[src/rtl/uart_tx_mmio_pkg.sv]
// rtl/uart_tx_mmio_pkg.sv - shared constants, register offsets, STATUS bit positions and FSM encoding
package uart_tx_mmio_pkg;

   localparam logic ENABLE     = 1'b1;
   localparam logic DISABLE    = 1'b0;
   localparam int   REG_LENGTH = 32;

   // Register offsets as seen on addr[3:2]
   localparam logic [1:0] OFF_TXDATA = 2'd0;
   localparam logic [1:0] OFF_STATUS = 2'd1;
   localparam logic [1:0] OFF_DIV    = 2'd2;

   localparam int ST_BUSY   = 0;
   localparam int ST_FULL   = 1;
   localparam int ST_EMPTY  = 2;
   localparam int ST_OVF    = 3;
   localparam int ST_CNT_LO = 4;
   localparam int ST_CNT_HI = 8;
   localparam int ST_PARITY = 9;

   typedef enum logic [2:0] {
      IDLE   = 3'd0,
      START  = 3'd1,
      DATA   = 3'd2,
      PARITY = 3'd3,
      STOP   = 3'd4
   } txState_t;

endpackage

[src/rtl/uart_tx_mmio_if.sv]
// rtl/uart_tx_mmio_if.sv - CPU data-memory bus bundle (master = core, slave = peripheral)
interface uart_tx_mmio_if;
   logic        ce;
   logic        we;
   logic [31:0] addr;
   logic [31:0] wtData;
   logic [31:0] rdData;

   modport master (output ce, output we, output addr, output wtData, input rdData);
   modport slave  (input ce, input we, input addr, input wtData, output rdData);
endinterface

[src/rtl/uart_tx_fifo.sv]
// rtl/uart_tx_fifo.sv - synchronous TX FIFO; a push while full is accepted only alongside a pop
module uart_tx_fifo #(
   parameter int WIDTH = 8,
   parameter int DEPTH = 4
) (
   input  logic                     clk,
   input  logic                     rst,
   input  logic                     push,
   input  logic                     pop,
   input  logic [WIDTH-1:0]         din,
   output logic [WIDTH-1:0]         dout,
   output logic                     full,
   output logic                     empty,
   output logic [$clog2(DEPTH):0]   count
);
   localparam int AW = $clog2(DEPTH);

   logic [WIDTH-1:0] mem [DEPTH];
   logic [AW-1:0]    wrPtr;
   logic [AW-1:0]    rdPtr;
   logic             doPush;
   logic             doPop;

   assign doPop  = pop && !empty;
   assign doPush = push && (!full || doPop);
   assign full   = (count == DEPTH[AW:0]);
   assign empty  = (count == '0);
   assign dout   = mem[rdPtr];

   always_ff @(posedge clk) begin
      if (doPush) begin
         mem[wrPtr] <= din;
      end
   end

   always_ff @(posedge clk) begin
      if (!rst) begin
         wrPtr <= '0;
         rdPtr <= '0;
         count <= '0;
      end else begin
         if (doPush) wrPtr <= wrPtr + 1'b1;
         if (doPop)  rdPtr <= rdPtr + 1'b1;
         case ({doPush, doPop})
            2'b10:   count <= count + 1'b1;
            2'b01:   count <= count - 1'b1;
            default: count <= count;
         endcase
      end
   end
endmodule

[src/rtl/uart_tx_mmio.sv]
// rtl/uart_tx_mmio.sv - memory-mapped UART transmitter, 8N1 by default, 8E1 when UART_TX_PARITY_EN is defined
module uart_tx_mmio
   import uart_tx_mmio_pkg::*;
#(
   parameter logic [31:0] BASE_ADDR  = 32'h0000_1000,
   parameter int          CLK_DIV    = 16,
   parameter int          FIFO_DEPTH = 4
) (
   input  logic            clk,
   input  logic            rst,
   uart_tx_mmio_if.slave   bus,
   output logic            txd,
   output logic            txIrq
);
   localparam int CW = $clog2(FIFO_DEPTH) + 1;

   txState_t          state, nextState;
   logic              hit, pushReq, statusWr, divWr;
   logic [1:0]        offset;
   logic [7:0]        fifoDout;
   logic              fifoFull, fifoEmpty, pop;
   logic [CW-1:0]     fifoCount;
   logic [15:0]       divReg, curDiv, divCnt;
   logic [2:0]        bitIdx;
   logic [7:0]        shReg;
   logic              overflow, bitEnd, txdNext;
   logic [REG_LENGTH-1:0] statusWord, rdWord;
`ifdef UART_TX_PARITY_EN
   logic              parBit;
`endif
   logic              unusedBits;

   assign offset     = bus.addr[3:2];
   assign hit        = bus.ce && (bus.addr[31:4] == BASE_ADDR[31:4]);
   assign pushReq    = hit && bus.we && (offset == OFF_TXDATA);
   assign statusWr   = hit && bus.we && (offset == OFF_STATUS);
   assign divWr      = hit && bus.we && (offset == OFF_DIV);
   assign bitEnd     = (divCnt == 16'd0);
   assign txIrq      = fifoEmpty && (state == IDLE);
   assign unusedBits = &{1'b0, bus.addr[1:0], bus.wtData[31:16]};

   uart_tx_fifo #(.WIDTH(8), .DEPTH(FIFO_DEPTH)) uFifo (
      .clk   (clk),
      .rst   (rst),
      .push  (pushReq),
      .pop   (pop),
      .din   (bus.wtData[7:0]),
      .dout  (fifoDout),
      .full  (fifoFull),
      .empty (fifoEmpty),
      .count (fifoCount)
   );

   always_ff @(posedge clk) begin
      if (!rst) state <= IDLE;
      else      state <= nextState;
   end

   always_comb begin
      nextState = state;
      case (state)
         IDLE:  if (!fifoEmpty) nextState = START;
         START: if (bitEnd) nextState = DATA;
`ifdef UART_TX_PARITY_EN
         DATA:   if (bitEnd && bitIdx == 3'd7) nextState = PARITY;
         PARITY: if (bitEnd) nextState = STOP;
`else
         DATA:   if (bitEnd && bitIdx == 3'd7) nextState = STOP;
`endif
         STOP:  if (bitEnd) nextState = fifoEmpty ? IDLE : START;
         default: nextState = IDLE;
      endcase
   end

   // The frame loads from the FIFO head whenever START is entered, including back-to-back from STOP
   always_comb begin
      pop     = (nextState == START) && (state == IDLE || state == STOP);
      txdNext = 1'b1;
      case (nextState)
         START:  txdNext = 1'b0;
         DATA:   txdNext = (state == DATA && bitEnd) ? shReg[1] : shReg[0];
`ifdef UART_TX_PARITY_EN
         PARITY: txdNext = parBit;
`endif
         default: txdNext = 1'b1;
      endcase
   end

   always_ff @(posedge clk) begin
      if (!rst) begin
         txd      <= 1'b1;
         divReg   <= 16'(CLK_DIV);
         curDiv   <= 16'(CLK_DIV);
         divCnt   <= 16'd0;
         bitIdx   <= 3'd0;
         shReg    <= 8'd0;
         overflow <= DISABLE;
`ifdef UART_TX_PARITY_EN
         parBit   <= 1'b0;
`endif
      end else begin
         txd <= txdNext;
         if (divWr) divReg <= (bus.wtData[15:0] < 16'd2) ? 16'd2 : bus.wtData[15:0];
         if (statusWr)                           overflow <= DISABLE;
         else if (pushReq && fifoFull && !pop)   overflow <= ENABLE;
         if (pop) begin
            // Divisor is frozen per frame so a mid-frame DIV write only affects later frames
            shReg  <= fifoDout;
            curDiv <= divReg;
            divCnt <= divReg - 16'd1;
            bitIdx <= 3'd0;
`ifdef UART_TX_PARITY_EN
            parBit <= ^fifoDout;
`endif
         end else if (bitEnd && state != IDLE) begin
            divCnt <= curDiv - 16'd1;
            if (state == DATA) begin
               shReg  <= shReg >> 1;
               bitIdx <= bitIdx + 3'd1;
            end
         end else if (!bitEnd) begin
            divCnt <= divCnt - 16'd1;
         end
      end
   end

   always_comb begin
      statusWord                      = '0;
      statusWord[ST_BUSY]             = (state != IDLE);
      statusWord[ST_FULL]             = fifoFull;
      statusWord[ST_EMPTY]            = fifoEmpty;
      statusWord[ST_OVF]              = overflow;
      statusWord[ST_CNT_HI:ST_CNT_LO] = 5'(fifoCount);
`ifdef UART_TX_PARITY_EN
      statusWord[ST_PARITY]           = 1'b1;
`endif
   end

   always_comb begin
      rdWord = '0;
      if (hit && !bus.we) begin
         case (offset)
            OFF_STATUS: rdWord = statusWord;
            OFF_DIV:    rdWord = {16'd0, divReg};
            default:    rdWord = '0;
         endcase
      end
   end

   assign bus.rdData = rdWord;
endmodule
[src/flat_wrapper.sv]
// flat-port wrapper written by rule: the top's interface ports become plain ports
module uart_tx_mmio_flat import uart_tx_mmio_pkg::*;
#(
   parameter logic [31:0] BASE_ADDR  = 32'h0000_1000,
   parameter int          CLK_DIV    = 16,
   parameter int          FIFO_DEPTH = 4
)
  (clk, rst, txd, txIrq, bus_ce, bus_we, bus_addr, bus_wtData, bus_rdData);
  uart_tx_mmio_if bus_i ();
  input  logic clk;
  input  logic rst;
  output logic txd;
  output logic txIrq;
  input wire logic [$bits(bus_i.ce)-1:0] bus_ce;
  input wire logic [$bits(bus_i.we)-1:0] bus_we;
  input wire logic [$bits(bus_i.addr)-1:0] bus_addr;
  input wire logic [$bits(bus_i.wtData)-1:0] bus_wtData;
  output wire logic [$bits(bus_i.rdData)-1:0] bus_rdData;
  assign bus_i.ce = bus_ce;
  assign bus_i.we = bus_we;
  assign bus_i.addr = bus_addr;
  assign bus_i.wtData = bus_wtData;
  assign bus_rdData = bus_i.rdData;
  uart_tx_mmio #(.BASE_ADDR(BASE_ADDR), .CLK_DIV(CLK_DIV), .FIFO_DEPTH(FIFO_DEPTH)) u_core (.clk(clk), .rst(rst), .bus(bus_i), .txd(txd), .txIrq(txIrq));
endmodule
[config.mk]
export PLATFORM = sky130hd
export DESIGN_NAME = uart_tx_mmio_flat
export DESIGN_NICKNAME = d
export VERILOG_FILES = /design/src/rtl/uart_tx_mmio_pkg.sv /design/src/rtl/uart_tx_mmio_if.sv /design/src/rtl/uart_tx_fifo.sv /design/src/rtl/uart_tx_mmio.sv /design/src/flat_wrapper.sv
export SDC_FILE = /design/constraint.sdc
export NUM_CORES = 1
export LEC_CHECK = 0
export CORE_MARGIN = 8
export CORE_UTILIZATION = 40
export DETAILED_ROUTE_END_ITERATION = 6
export DONT_BUFFER_PORTS = 1
export GPL_TIMING_DRIVEN = 0
export PLACE_DENSITY = 0.61
export SETUP_SLACK_MARGIN = 0.3
export SKIP_LAST_GASP = 1
export SYNTH_ARGS = -nofsm -noshare
export SYNTH_HDL_FRONTEND = slang
export SYNTH_SLANG_ARGS = --single-unit
[constraint.sdc]
create_clock -name clk -period 4.2 [get_ports clk]
set_input_delay 0.63 -clock clk [delete_from_list [all_inputs] [get_ports clk]]
set_output_delay 0.63 -clock clk [all_outputs]
set_load 0.01 [all_outputs]
Yosys cells after proc, flatten, opt, wreduce, memory -nomap -nowiden
Memory sizes are Yosys's and may differ from the RTL's. A register that Yosys moved wholly into a read port is not among the register bits.
Index checks and enable logic that the tools add are counted.
{ "word_totals": {"mem_count": 1, "wordCells": 90, "out_inout_bits": 34, "ram_bits": 32, "input_bits": 68, "reg_bits": 71} }
{ "memory_table": {"columns": ["name", "depth", "word_bits", "read_ports", "rd_ports_with_merged_regs", "wr", "line_no", "text"], "rows": [
  ["u_core.uFifo.mem", 4, 8, 1, 1, 1, "uart_tx_fifo.sv:18", "logic [WIDTH-1:0] mem [DEPTH];"]
]} }
{ "classes": {"n_eq_ne": 13, "n_mux": 22, "n_addsub": 8, "n_lt_le_gt_ge": 1, "bitwise": 1, "n_reduce_logical": 33} }
{ "ops": {"columns": ["op", "n"], "rows": [
  ["2-to-1 mux 16 bit", 4],
  ["subtractor 16 x 1 -> 16 bit, second input constant", 3],
  ["2-to-1 mux 32 bit", 1],
  ["one-hot mux 16 bit (2 select lines)", 1],
  ["equality test 28 x 9 -> 1 bit, second input constant", 1],
  ["2-to-1 mux 8 bit", 3],
  ["logical NOT 16 bit", 1],
  ["< comparator 16 x 2 -> 1 bit, second input constant", 1],
  ["logical AND 1 bit", 15],
  ["2-to-1 mux 3 bit", 4],
  ["one-hot mux 3 bit (4 select lines)", 1],
  ["equality test 3 bit, second input constant", 3],
  ["adder 3 x 1 -> 3 bit, second input constant", 2],
  ["equality test 3 x 1 -> 1 bit, second input constant", 2],
  ["equality test 3 x 2 -> 1 bit, second input constant", 2],
  ["logical NOT 3 bit", 2],
  ["one-hot mux 3 bit (2 select lines)", 1],
  ["nonzero test 2 bit", 3],
  ["adder 2 x 1 -> 2 bit, second input constant", 2],
  ["equality test 2 x 1 -> 1 bit, second input constant", 2],
  ["equality test 2 bit, second input constant", 2],
  ["logical NOT 1 bit", 4],
  ["2-to-1 mux 1 bit", 4],
  ["2-to-1 mux 2 bit", 2],
  ["other kinds (9)", 12]
]} }

Logic depth before layout (Yosys ltp)
{ "logic_depth": {"ltp_word": 11, "ltp_mapped": 14, "ltp_nobuf": 10} }

Modules after synthesis
A second synthesis with hierarchy kept.
{ "unflattened": {"hier_cells": 539, "hier_area_um2": 5392.7} }
{ "by_module_without_submodules": {"columns": ["module", "seq_area_each_um2", "cells_each", "n_inst", "area_per_inst_um2"], "rows": [
  ["uart_tx_mmio", 1281.2, 437, 1, 3684.8],
  ["uart_tx_fifo", 1141.1, 102, 1, 1707.9]
]} }

Worst setup path before layout
OpenSTA, ideal clock, no wires.
{ "synth_path": {"path_type": "register -> register", "startpoint": "reg u_core.divCnt[11]", "endpoint": "reg u_core.divCnt[12]", "path_buffers": 3, "arrival_time_ns": 3.320, "setup_slack_ns": 0.810, "stages_incl_launch_ff": 13, "setup_ns": 0.070, "synth_period_minus_slack_ns": 3.390, "t_required_ns": 4.130, "path_cell_list": "dfxtp_1 -> nor4_4 -> nand4_2 -> a21oi_4 -> clkbuf_1 -> clkbuf_1 -> clkbuf_1 -> o21a_1 -> ha_1 -> o211ai_1 -> or3_1 -> or3_1 -> a21oi_1"} }
{ "synth_via": {"elab_chain_cells": 7, "elab_cells_between_ends": 14, "cone_classes": "1 x add/sub; 2 x eq/ne; 7 x mux; 4 x reduce/logical"} }
{ "synth_rtl": {"columns": ["element", "line_no", "text"], "rows": [
  ["start, declared", "uart_tx_mmio.sv:23", "logic [15:0] divReg, curDiv, divCnt;"],
  ["start signal, assigned", "uart_tx_mmio.sv:110", "divCnt <= divReg - 16'd1;"],
  ["start signal, assigned", "uart_tx_mmio.sv:116", "divCnt <= curDiv - 16'd1;"],
  ["start signal, assigned", "uart_tx_mmio.sv:122", "divCnt <= divCnt - 16'd1;"],
  ["logical NOT 16 bit", "uart_tx_mmio.sv:38", "assign bitEnd = (divCnt == 16'd0);"],
  ["logical AND 1 bit", "uart_tx_mmio.sv:68", "DATA: if (bitEnd && bitIdx == 3'd7) nextState = STOP;"],
  ["2-to-1 mux 3 bit", "uart_tx_mmio.sv:68", null],
  ["one-hot mux 3 bit (4 select lines)", "uart_tx_mmio.sv:61", "case (state)"],
  ["equality test 3 x 1 -> 1 bit", "uart_tx_mmio.sv:77", "pop = (nextState == START) && (state == IDLE || state == STOP);"],
  ["logical AND 1 bit", "uart_tx_mmio.sv:77", null],
  ["!= test 3 x 2 -> 1 bit (no source line) or 2-to-1 mux 16 bit (tied branches)", null, null]
]} }
Parallel ways exist; a longest one is shown, timed or not. The select of a mux whose other input is x is not followed.
A chain may end at the register's enable or synchronous reset.

Worst setup path after layout
Ends and elaborated chain as after synthesis.

==> impl_metrics.csv <==
group,metric,value,unit
run_status,outcome,"finished, final reports clean",
worst_setup_path,path_buf_inv,3,
logic_synthesis,yosysWarningCount,0,
routing,routedWlPerCell,19.8,um
global_route,grt_pass1_vias,4016,
logic_synthesis,yosys.area_share.xor_xnor,1.36,%
cells_and_area,fillers,1232,
logic_synthesis,netlist_area,5150,um2
clocking,cts-hold-fix-buffers,0,
clocking,cts.clk_slew.worst_paths,0.07,ns
global_route,antenna_found_initial,0,
logic_synthesis,ys.flop_type,"dfxtp_1",
logic_synthesis,synthTopCellsByArea,"dfxtp_1 (28%), edfxtp_1 (19%), nor2_1 (4.5%)",
logic_synthesis,synth_edf_count,32,
cells_and_area,num-nets-final,631,
cells_and_area,diodes,0,
worst_setup_path,startpoint_type,"flip-flop",
logic_synthesis,synthArstFlopShare,0,%
logic_synthesis,synthMuxAreaShare,6.95,%
global_route,grt_pass1_wl,22300,um
worst_setup_path,critPathSlowestCell,"or3_1",
timing,setup-violations-final,0,
placed_design,place_area,5420,um2
worst_setup_path,crit_chain,"nor4_4, nand4_2, a21oi_4, clkbuf_2, clkbuf_2, clkbuf_4, o21a_1, ha_1, o211ai_1, or3_1, or3_1, a21oi_1",
clocking,clkSinkCount,105,
cells_and_area,drive_gt1_share,12.2,%
placed_design,port_buffers,0,
global_route,use_met2,27.1,%
cells_and_area,final_common_cell,"dfxtp_1",
worst_setup_path,crit_required,4.48,ns
worst_setup_path,cp_top_family,"simple AND/OR/NAND/NOR gates",
routing,vias,4125,
global_route,grt_use_total,17.5,%
cells_and_area,area_growth_syn_to_layout,11.2,%
routing,first_pass_iters,6,
worst_setup_path,cpPeakStageDelay,0.54,ns
global_route,use_met3,5.55,%
logic_synthesis,yosysSeqAreaShare,47.1,%
global_route,use_met1,22.3,%
logic_synthesis,synth_seq_cells,105,
die,die_h,129,um
worst_setup_path,cp_max_fo,10,
timing,period_share,88.0,%
clocking,cts_tree,"done",
logic_synthesis,synthCells,524,
placed_design,place_congestion,0.885,
timing,slew-limit-headroom,21.6,%
power,powerDensity,642,nW/um2
logic_synthesis,synth_compound_area_share,16.9,%
die,io_pins,102,
power,peakVddDrop,0.246,mV
routing,drc,0,
die,dieArea,16800,um2
power,total_power,0.00367,W
global_route,grt_max_degree,20,
routing,vias_per_cell,5.66,
worst_setup_path,cp-end-kind,"flip-flop",
worst_setup_path,arrival,3.98,ns
logic_synthesis,ys_types,68,
clocking,cts_root_buf,"clkbuf_16",
timing,fin_skew,0.00468,ns
cells_and_area,final_cell_area,5720,um2
cells_and_area,final_cell_mix,"dfxtp_1 (73), nor2_1 (61), nand2_1 (44), a21oi_1 (42), edfxtp_1 (32)",
clocking,clock_latency,0.35,ns
die,num_rows,41,
run,drv_cap,0,
timing,post-route-min-period,3.69,ns
logic_synthesis,synth_fa_ha_area_share,2.82,%
clocking,htreeDepth,3,
timing,hold_violations,0,
logic_synthesis,yosysTopAreaCellShare,28.4,%
hold_path,min_path_type,"input pin to flip-flop",
logic_synthesis,synth_top_family_by_area,"simple AND/OR/NAND/NOR gates",
timing,max_freq,271,MHz
global_route,grt_overflow,0,
timing,worst_pin_slew,1.17,ns
routing,wl,14400,um
die,coreArea,12600,um2
die,initial_utilization,40.9,%
routing,drtIter0Drc,344,
placed_design,place_hpwl,11000,um
clocking,cts_buffer_depth,2,
die,die_x,129,um
timing,final_max_slew_viol_count,0,
logic_synthesis,synthSimpleGateAreaFrac,19.3,%
worst_setup_path,crit_type,"flip-flop to flip-flop",
routing,drtAntennaViolNets,0,
clocking,cts_buffers,9,
timing,rsz0062_at_grt,"false",
power,p_leak,2.08,nW
logic_synthesis,avgSynthCellArea,9.82,um2
logic_synthesis,synth_area_leader_cell,"dfxtp_1",
global_route,top_usage_layer,"met2",
state kept, by name, summed over array words and instances, names as in the netlist, named ones only:
signal              count
u_core.txd              1
u_core.curDiv          16
u_core.divReg          16
u_core.shReg            8
u_core.divCnt          16
u_core.uFifo.mem       32
u_core.overflow         1
u_core.uFifo.wrPtr      2
u_core.uFifo.rdPtr      2
u_core.bitIdx           3
u_core.state            3
u_core.uFifo.count      3
cell usage after synthesis, types with 3 or more instances:
cell and n:
and3_1 9, a31oi_1 6, dfxtp_1 73, nor4_1 8, and2_1 7, o211ai_1 4, or3_1 8, mux4_2 8
nor3_1 7, a21o_1 4, o22a_1 3, nor4_4 4, a22oi_1 14, inv_1 13, a222oi_1 4, clkbuf_1 21
or4_1 4, nor3_2 4, a211oi_1 10, mux2i_1 14, o31ai_1 5, nor2_1 62, o21ai_0 7, a21oi_1 42
buf_1 3, o21ai_1 9, nand2b_1 5, nand2_1 44, o41ai_1 3, ha_1 10, edfxtp_1 32, buf_4 17
nand3_1 12, xnor2_1 6
routing by layer:
| metal | vias up | share of wire [%] |
|---|---|---|
| met2 | 174 | 46 |
| met4 | 0 | 2.4 |
| met3 | 24 | 8.6 |
| met1 | 1967 | 43 |
| li1 | 1960 | - |
| met5 | - | 0 |
metrics by stage:
step	setup slack (ns)	TNS (ns)	util, %	hold slack [ns]	std cells
finish	0.506	0	45.5	0.349	729
CTS	0.368	0	45.4	0.343	727
global placement	-0.246	-0.546	43.1	0.443	711
floorplan	0.810	0	-	0.431	539
detailed placement	-0.260	-0.583	43.1	0.450	711
global route	0.313	0	45.5	0.338	729
worst paths after layout:
check,from,endpoint,slack (ns),cells after the start
setup / recovery,u_core.divCnt[11],u_core.divCnt[12],0.51,12
hold / removal,rst,u_core.curDiv[4],0.35,1
setup reg to reg,u_core.divCnt[11],u_core.divCnt[12],0.51,12
hold reg to reg,u_core.curDiv[0],u_core.curDiv[0],0.46,2
layout make-up:
cell class	count	area, um2	share of cell area [%]
multi-input combinational	377	2500	43.6
clock buffer	10	229	4.00
sequential	105	2420	42.3
timing repair buffer	2	15.0	0.262
clock inverter	6	51.3	0.897
inverter	14	52.6	0.918
tap	172	215	3.76
buffer	43	240	4.20
worst reg2reg max path: cells and delay by family, from the launching register on:
kind,cells,cell delay [ns]
compound gates,4,0.70
fa+ha+maj,1,0.16
buf+inv,3,0.88
flops,1,0.35
simple gates,4,1.53
logic make-up after synthesis:
logic type      Yosys count
buf+inv                  57
fa+ha+maj                11
compound gates          130
other cells               1
xor+xnor                  8
simple gates            187
flops                   105
mux                      25
timing repair:
action / 4_1_cts / 5_1_grt
buffers inserted: 0 / 2
resized for setup: 5 / 0
endpoints found under the setup margin: 6 / 3
pin swaps: 0 / 1
gates cloned: 0 / 0
where the power goes:
group | switching [W] | total, W | internal [W]
Sequential | 0.000115 | 0.00128 | 0.00116
Clock | 0.000398 | 0.000810 | 0.000412
Combinational | 0.000982 | 0.00158 | 0.000600
Power figures use the tool's default switching activity.
